===== src/rtl/mandelbrot_iter_budget_pkg.sv =====
// Shared types and constants for the Mandelbrot iteration-budget block.
// Optional stats output is controlled by MANDELBROT_ITER_STATS_EN (see top).
package mandelbrot_pkg;

    localparam int DEFAULT_WIDTH = 11;

    typedef enum logic [1:0] {
        IDLE = 2'd0,
        RUN  = 2'd1,
        DONE = 2'd2
    } chan_state_t;

endpackage


===== src/rtl/mandelbrot_iter_budget_if.sv =====
// Result handshake bundle: the block drives results as master, the consumer returns ready.
interface mandelbrot_iter_budget_if
    import mandelbrot_pkg::*;
#(
    parameter int WIDTH    = DEFAULT_WIDTH,
    parameter int CHANNELS = 4
);
    localparam int CHAN_W = (CHANNELS > 1) ? $clog2(CHANNELS) : 1;

    logic              res_valid;
    logic              res_ready;
    logic [CHAN_W-1:0] res_chan;
    logic [WIDTH-1:0]  res_count;
    logic              res_escaped;

    modport master (
        output res_valid, res_chan, res_count, res_escaped,
        input  res_ready
    );

    modport slave (
        input  res_valid, res_chan, res_count, res_escaped,
        output res_ready
    );

endinterface


===== src/rtl/mandelbrot_iter_budget_chan.sv =====
// One iteration-budget channel: counts remaining iterations and latches its result until taken.
// The o_accept port exists only when MANDELBROT_ITER_STATS_EN is defined.
module mandelbrot_iter_chan
    import mandelbrot_pkg::*;
#(
    parameter int WIDTH = DEFAULT_WIDTH
) (
    input  logic             clk,
    input  logic             reset,
    input  logic             i_load,
    input  logic [WIDTH-1:0] i_loadValue,
    input  logic             i_step,
    input  logic             i_escaped,
    input  logic             i_take,
    output logic             o_busy,
    output logic             o_done,
    output logic [WIDTH-1:0] o_remaining,
    output logic [WIDTH-1:0] o_count,
    output logic             o_escaped
`ifdef MANDELBROT_ITER_STATS_EN
    ,
    output logic             o_accept
`endif
);

    chan_state_t      r_state;
    logic [WIDTH-1:0] r_origin;
    logic [WIDTH-1:0] r_remaining;
    logic [WIDTH-1:0] r_count;
    logic             r_escaped;

    // RUN is only entered with a non-zero budget and left at 1 -> 0, so remaining never wraps.
    always_ff @(posedge clk) begin
        if (reset) begin
            r_state     <= IDLE;
            r_origin    <= '0;
            r_remaining <= '0;
            r_count     <= '0;
            r_escaped   <= 1'b0;
        end else begin
            case (r_state)
                IDLE: begin
                    if (i_load) begin
                        r_origin    <= i_loadValue;
                        r_remaining <= i_loadValue;
                        if (i_loadValue == '0) begin
                            r_state   <= DONE;
                            r_count   <= '0;
                            r_escaped <= 1'b0;
                        end else begin
                            r_state <= RUN;
                        end
                    end
                end
                RUN: begin
                    if (i_escaped) begin
                        r_state   <= DONE;
                        r_escaped <= 1'b1;
                        r_count   <= r_origin - r_remaining;
                    end else if (i_step) begin
                        r_remaining <= r_remaining - WIDTH'(1);
                        if (r_remaining == WIDTH'(1)) begin
                            r_state   <= DONE;
                            r_escaped <= 1'b0;
                            r_count   <= r_origin;
                        end
                    end
                end
                DONE: begin
                    if (i_take) begin
                        r_state <= IDLE;
                    end
                end
                default: r_state <= IDLE;
            endcase
        end
    end

    assign o_busy      = (r_state != IDLE);
    assign o_done      = (r_state == DONE);
    assign o_remaining = r_remaining;
    assign o_count     = r_count;
    assign o_escaped   = r_escaped;
`ifdef MANDELBROT_ITER_STATS_EN
    assign o_accept    = (r_state == RUN) && i_step && !i_escaped;
`endif

endmodule


===== src/rtl/mandelbrot_iter_budget.sv =====
// Multi-channel Mandelbrot iteration budget with a single arbitrated result slot.
// Define MANDELBROT_ITER_STATS_EN to add the saturating total_iter step counter.
module mandelbrot_iter_budget
    import mandelbrot_pkg::*;
#(
    parameter int WIDTH    = DEFAULT_WIDTH,
    parameter int CHANNELS = 4
) (
    input  logic                      clk,
    input  logic                      reset,
    input  logic [CHANNELS-1:0]       load,
    input  logic [CHANNELS*WIDTH-1:0] load_value,
    input  logic [CHANNELS-1:0]       step,
    input  logic [CHANNELS-1:0]       escaped,
    output logic [CHANNELS-1:0]       busy,
    output logic [CHANNELS*WIDTH-1:0] remaining,
    mandelbrot_iter_budget_if.master  res
`ifdef MANDELBROT_ITER_STATS_EN
    ,
    output logic [31:0]               total_iter
`endif
);

    localparam int CHAN_W = (CHANNELS > 1) ? $clog2(CHANNELS) : 1;

    logic [CHANNELS-1:0] w_done;
    logic [CHANNELS-1:0] w_take;
    logic [CHANNELS-1:0] w_escFlag;
    logic [WIDTH-1:0]    w_count [CHANNELS];
    logic                w_found;
    logic [CHAN_W-1:0]   w_sel;
    logic                w_slotFree;
`ifdef MANDELBROT_ITER_STATS_EN
    logic [CHANNELS-1:0] w_accept;
`endif

    for (genvar g = 0; g < CHANNELS; g++) begin : g_chan
        mandelbrot_iter_chan #(.WIDTH(WIDTH)) u_chan (
            .clk         (clk),
            .reset       (reset),
            .i_load      (load[g]),
            .i_loadValue (load_value[g*WIDTH +: WIDTH]),
            .i_step      (step[g]),
            .i_escaped   (escaped[g]),
            .i_take      (w_take[g]),
            .o_busy      (busy[g]),
            .o_done      (w_done[g]),
            .o_remaining (remaining[g*WIDTH +: WIDTH]),
            .o_count     (w_count[g]),
            .o_escaped   (w_escFlag[g])
`ifdef MANDELBROT_ITER_STATS_EN
            ,
            .o_accept    (w_accept[g])
`endif
        );
        assign w_take[g] = w_slotFree && w_found && (w_sel == CHAN_W'(g));
    end

    // Lowest-index DONE channel wins; scanning downward leaves the lowest match last.
    always_comb begin
        w_found = 1'b0;
        w_sel   = '0;
        for (int i = CHANNELS - 1; i >= 0; i--) begin
            if (w_done[i]) begin
                w_found = 1'b1;
                w_sel   = CHAN_W'(i);
            end
        end
    end

    assign w_slotFree = !res.res_valid || res.res_ready;

    // The slot refills on the same edge it is consumed, giving one result per cycle.
    always_ff @(posedge clk) begin
        if (reset) begin
            res.res_valid   <= 1'b0;
            res.res_chan    <= '0;
            res.res_count   <= '0;
            res.res_escaped <= 1'b0;
        end else if (w_slotFree) begin
            res.res_valid <= w_found;
            if (w_found) begin
                res.res_chan    <= w_sel;
                res.res_count   <= w_count[w_sel];
                res.res_escaped <= w_escFlag[w_sel];
            end
        end
    end

`ifdef MANDELBROT_ITER_STATS_EN
    logic [4:0]  w_acceptCount;
    logic [32:0] w_sum;
    logic [31:0] r_total;

    always_comb begin
        w_acceptCount = '0;
        for (int i = 0; i < CHANNELS; i++) begin
            w_acceptCount = w_acceptCount + 5'(w_accept[i]);
        end
    end

    assign w_sum = {1'b0, r_total} + 33'(w_acceptCount);

    always_ff @(posedge clk) begin
        if (reset) begin
            r_total <= '0;
        end else begin
            r_total <= w_sum[32] ? '1 : w_sum[31:0];
        end
    end

    assign total_iter = r_total;
`endif

endmodule


===== src/flat_wrapper.sv =====
// flat-port wrapper written by rule: the top's interface ports become plain ports
module mandelbrot_iter_budget_flat import mandelbrot_pkg::*;
#(
    parameter int WIDTH    = DEFAULT_WIDTH,
    parameter int CHANNELS = 4
)
  (clk, reset, load, load_value, step, escaped, busy, remaining, res_res_valid, res_res_chan, res_res_count, res_res_escaped, res_res_ready);
  mandelbrot_iter_budget_if #(.WIDTH(WIDTH), .CHANNELS(CHANNELS)) res_i ();
  input  logic clk;
  input  logic reset;
  input  logic [CHANNELS-1:0] load;
  input  logic [CHANNELS*WIDTH-1:0] load_value;
  input  logic [CHANNELS-1:0] step;
  input  logic [CHANNELS-1:0] escaped;
  output logic [CHANNELS-1:0] busy;
  output logic [CHANNELS*WIDTH-1:0] remaining;
  output wire logic [$bits(res_i.res_valid)-1:0] res_res_valid;
  output wire logic [$bits(res_i.res_chan)-1:0] res_res_chan;
  output wire logic [$bits(res_i.res_count)-1:0] res_res_count;
  output wire logic [$bits(res_i.res_escaped)-1:0] res_res_escaped;
  input wire logic [$bits(res_i.res_ready)-1:0] res_res_ready;
  assign res_res_valid = res_i.res_valid;
  assign res_res_chan = res_i.res_chan;
  assign res_res_count = res_i.res_count;
  assign res_res_escaped = res_i.res_escaped;
  assign res_i.res_ready = res_res_ready;
  mandelbrot_iter_budget #(.WIDTH(WIDTH), .CHANNELS(CHANNELS)) u_core (.clk(clk), .reset(reset), .load(load), .load_value(load_value), .step(step), .escaped(escaped), .busy(busy), .remaining(remaining), .res(res_i));
endmodule

===== config.mk =====
export PLATFORM = sky130hd
export DESIGN_NAME = mandelbrot_iter_budget_flat
export DESIGN_NICKNAME = d
export VERILOG_FILES = /design/src/rtl/mandelbrot_iter_budget_pkg.sv /design/src/rtl/mandelbrot_iter_budget_if.sv /design/src/rtl/mandelbrot_iter_budget_chan.sv /design/src/rtl/mandelbrot_iter_budget.sv /design/src/flat_wrapper.sv
export SDC_FILE = /design/constraint.sdc
export NUM_CORES = 1
export LEC_CHECK = 0
export BUFFER_PORTS_ARGS = -buffer_cell sky130_fd_sc_hd__buf_4
export CAP_MARGIN = 20
export CORE_MARGIN = 4
export CORE_UTILIZATION = 59
export CTS_CLUSTER_SIZE = 10
export DETAILED_ROUTE_END_ITERATION = 7
export PLACE_DENSITY = 0.77
export SYNTH_ARGS = -nofsm -noshare
export SYNTH_HDL_FRONTEND = slang
export SYNTH_SLANG_ARGS = --single-unit

===== constraint.sdc =====
create_clock -name clk -period 3.2 [get_ports clk]
set_input_delay 0.48 -clock clk [delete_from_list [all_inputs] [get_ports clk]]
set_output_delay 0.48 -clock clk [all_outputs]
set_load 0.05 [all_outputs]

==> results.txt <==
Worst r2r path cells = 9
WP data required = 3.52 ns
Synth top area share = 0.3242
Die area = 18,770 µm²
Post-Layout Cell Count = 1,614
Worst-margin pin slew = 0.8872 ns
Startpoint Class = flop
Post-synth EDFFs = 0
Post-Syn Area per Cell = 7.564 µm²
RSZ-0062 raised after global routing = false
Detail Placement HPWL = 20,760 µm
Vias = 9,961
Initial core utilization = 0.6092
Reg2Reg Setup Slack = 0.24 ns
Remaining antenna violation count = 0
CTS Buf Count = 17
H-tree lvl count = 4
Max cap viols = 0
Top cells by count, synth = 209 x nand2_1, 159 x dfxtp_1, 137 x a21oi_1, 97 x nor2_1, 80 x o21ai_0
CP Capture Point = u_core.g_chan[2].u_chan.o_count[10]
Clock Sinks = 159
Die Y-Extent = 137 µm
Final slew viol count = 0
Initial antenna violation count = 0
Part of the cycle the worst path needs = 0.9266
Setup WS post-layout = 0.2350 ns
Worst vdd ir = 0.4386 mV
PostCTS Resize Cnt = 0
Total core area = 16,120 µm²
Arr. time, crit path = 3.28 ns
N_diodes = 0
Synth top area cells = dfxtp_1 32%, nand2_1 8.0%, a21oi_1 7.0%
Logic pwr share = 0.378
Fill count = 1,375
Setup violators final = 0
Slew margin rel. = 0.4064
Total Power Consumption = 7.315 mW
# IOs = 122
Layout cells sized above 1 = 0.1359
Mapped Cells = 1,298
Vias per cell = 6.172
Most common cell in the synthesized netlist = nand2_1
Int Power = 4.514 mW
First-pass detailed-route iteration total = 6
CTS tree = built
Inst Count DP = 1,584
Final hold slack = 0.3164 ns
R2R Path End = u_core.g_chan[2].u_chan.o_count[10]
Largest net degree at the start of global routing = 58
Fmax = 337.3 MHz
Pre-CTS WS = 0.3502 ns
Crit end category = flop
Synth warn = 0
Worst r2r src = u_core.g_chan[2].u_chan.o_remaining[0]
Critical path class = reg -> reg
Max clock buf depth = 2
Sequential cell area = 3183 µm²
Clock share of power = 0.291
Synth area leader = dfxtp_1
Die Span X = 137 µm
Power Dens Cells = 639.7 nW/µm²
# DRC = 0
Fin crit period = 2.965 ns
Fin Clk Skew = 0.004689 ns
LEAKAGE = 4.444 nW
Status = finished, final reports clean
Post-Syn Area = 9818 µm²
Total grt overflow = 0
Hold Fails Final Rpt = 0
Min-Delay Path Class = in -> reg
Register area share after synthesis = 0.3242
Area occupied by multi-input gates = 6082 µm²
Switching fraction of total power = 0.3830
PortBufs = 121
FP Rows = 46
DR WL/cell = 17.45 µm
P_sw = 2.801 mW
FF+latch count, synth = 159
Vias in the first global route = 9,125
Nets = 1,498
Critical Path Fanout Max = 8
Total Neg Setup Slack = 0 ns
Net Count, Synth = 1,409
Clk slew on worst S/H paths = 0.06 ns
Initial DRC count = 896
Postcts setup bufs = 0
Seq pwr share = 0.331
Worst skew pair latency = 0.43 ns
Routability cong. = 0.9360
Post-synth ARST share = 0
Final WL = 28,170 µm
CTS root buf = clkbuf_16
First-pass GRT wire length = 45,890 µm
Library cells used by synthesis = 78
Crit path from = u_core.g_chan[2].u_chan.o_remaining[0]
Post-synth top flop = dfxtp_1
Total GRT Usage = 0.3025
P&R area growth vs syn = 16.48%
CTS Hold Bufs = 0
[worst max-delay path, cell delays in order (launching register included)]
cell and delay [ns]:
dfxtp_1 0.49, ha_1 0.24, inv_1 0.07, fa_1 0.45
a211oi_1 0.46, o211ai_1 0.19, a311oi_1 0.33, o21ai_0 0.15
and2_1 0.19, a311o_1 0.30
[through the flow]
stage / cell area [µm²] / util
after floorplan: 9818 / -
after global routing: 11440 / 0.7096
after CTS: 11440 / 0.7096
after detailed placement: 10830 / 0.6718
after global placement: 10830 / 0.6718
final: 11440 / 0.7096
[placed cells by master, fill, tap and decap left out, types with 14 or more instances in the layout]
cell type | Yosys | final
o21ai_0 | 80 | 80
dfxtp_1 | 159 | 159
a31oi_1 | 18 | 18
buf_4 | 10 | 140
a211oi_1 | 37 | 37
nor4_1 | 14 | 14
and2_1 | 21 | 21
nand3_1 | 26 | 26
a21oi_1 | 137 | 137
inv_1 | 64 | 64
nor3_1 | 36 | 36
clkbuf_16 | 0 | 17
a21o_1 | 14 | 14
nand2b_1 | 21 | 21
ha_1 | 48 | 48
nand2_1 | 209 | 209
nor2_1 | 97 | 97
nor2b_1 | 17 | 17
[worst min-delay path by stage]
stage | startpoint | to | slack, ns | depth (start not counted)
after floorplan | u_core.g_chan[1].u_chan.o_escaped | u_core.g_chan[1].u_chan.o_escaped | 0.42 | 2
after global placement | u_core.g_chan[1].u_chan.o_count[3] | u_core.g_chan[1].u_chan.o_count[3] | 0.44 | 2
after detailed placement | u_core.g_chan[1].u_chan.o_count[3] | u_core.g_chan[1].u_chan.o_count[3] | 0.44 | 2
after CTS | load_value[30] | u_core.g_chan[2].u_chan.r_origin[8] | 0.31 | 3
after global routing | load_value[32] | u_core.g_chan[2].u_chan.r_origin[10] | 0.32 | 3
final | load_value[4] | u_core.g_chan[0].u_chan.r_origin[4] | 0.32 | 3
[final cells by class]
class,instances,area share
inverter,64,0.02101
clock buffer,19,0.03873
sequential,159,0.2783
tap,216,0.02363
timing repair buffer,140,0.09190
clock inverter,11,0.01455
multi-input combinational,1005,0.5318
[state kept, by name, summed over array words and instances, names as in the netlist]
register and cells:
u_core.res.res_escaped 1, u_core.g_chan.u_chan.r_origin 44, u_core.res.res_valid 1, u_core.g_chan.u_chan.o_count 44, u_core.res.res_chan 2, u_core.res.res_count 11, u_core.g_chan.u_chan.r_state 8, u_core.g_chan.u_chan.o_remaining 44
u_core.g_chan.u_chan.o_escaped 4
[cells by family after synthesis]
| kind of cell | synth area share |
|---|---|
| adders and majority gates | 0.06933 |
| muxes | 0.01351 |
| buffers and inverters | 0.05633 |
| xor gates and xnor gates | 0.01338 |
| AOI/OAI and AO/OA | 0.2658 |
| and+or+nand+nor | 0.2574 |
| DFF | 0.3242 |
[power groups by stage]
stage	Clock, mW	Combinational, mW	Sequential, mW
floorplan	0	1.76	2.72
global placement	0	2.68	2.45
detailed placement	0	2.71	2.46
CTS	2.15	2.74	2.41
global route	2.24	3.05	2.44
finish	2.13	2.76	2.42
[layer usage]
layer | part of all wire | track usage | vias up | routed length (µm)
met3 | 0.072 | 0.04485 | 61 | 2035
met2 | 0.47 | 0.4886 | 417 | 13150
met5 | 0 | 0 | - | 0
met1 | 0.44 | 0.4173 | 4624 | 12330
li1 | - | - | 4859 | -
met4 | 0.023 | 0.09534 | 0 | 652
Note: power is estimated with default switching activity, not from simulation.
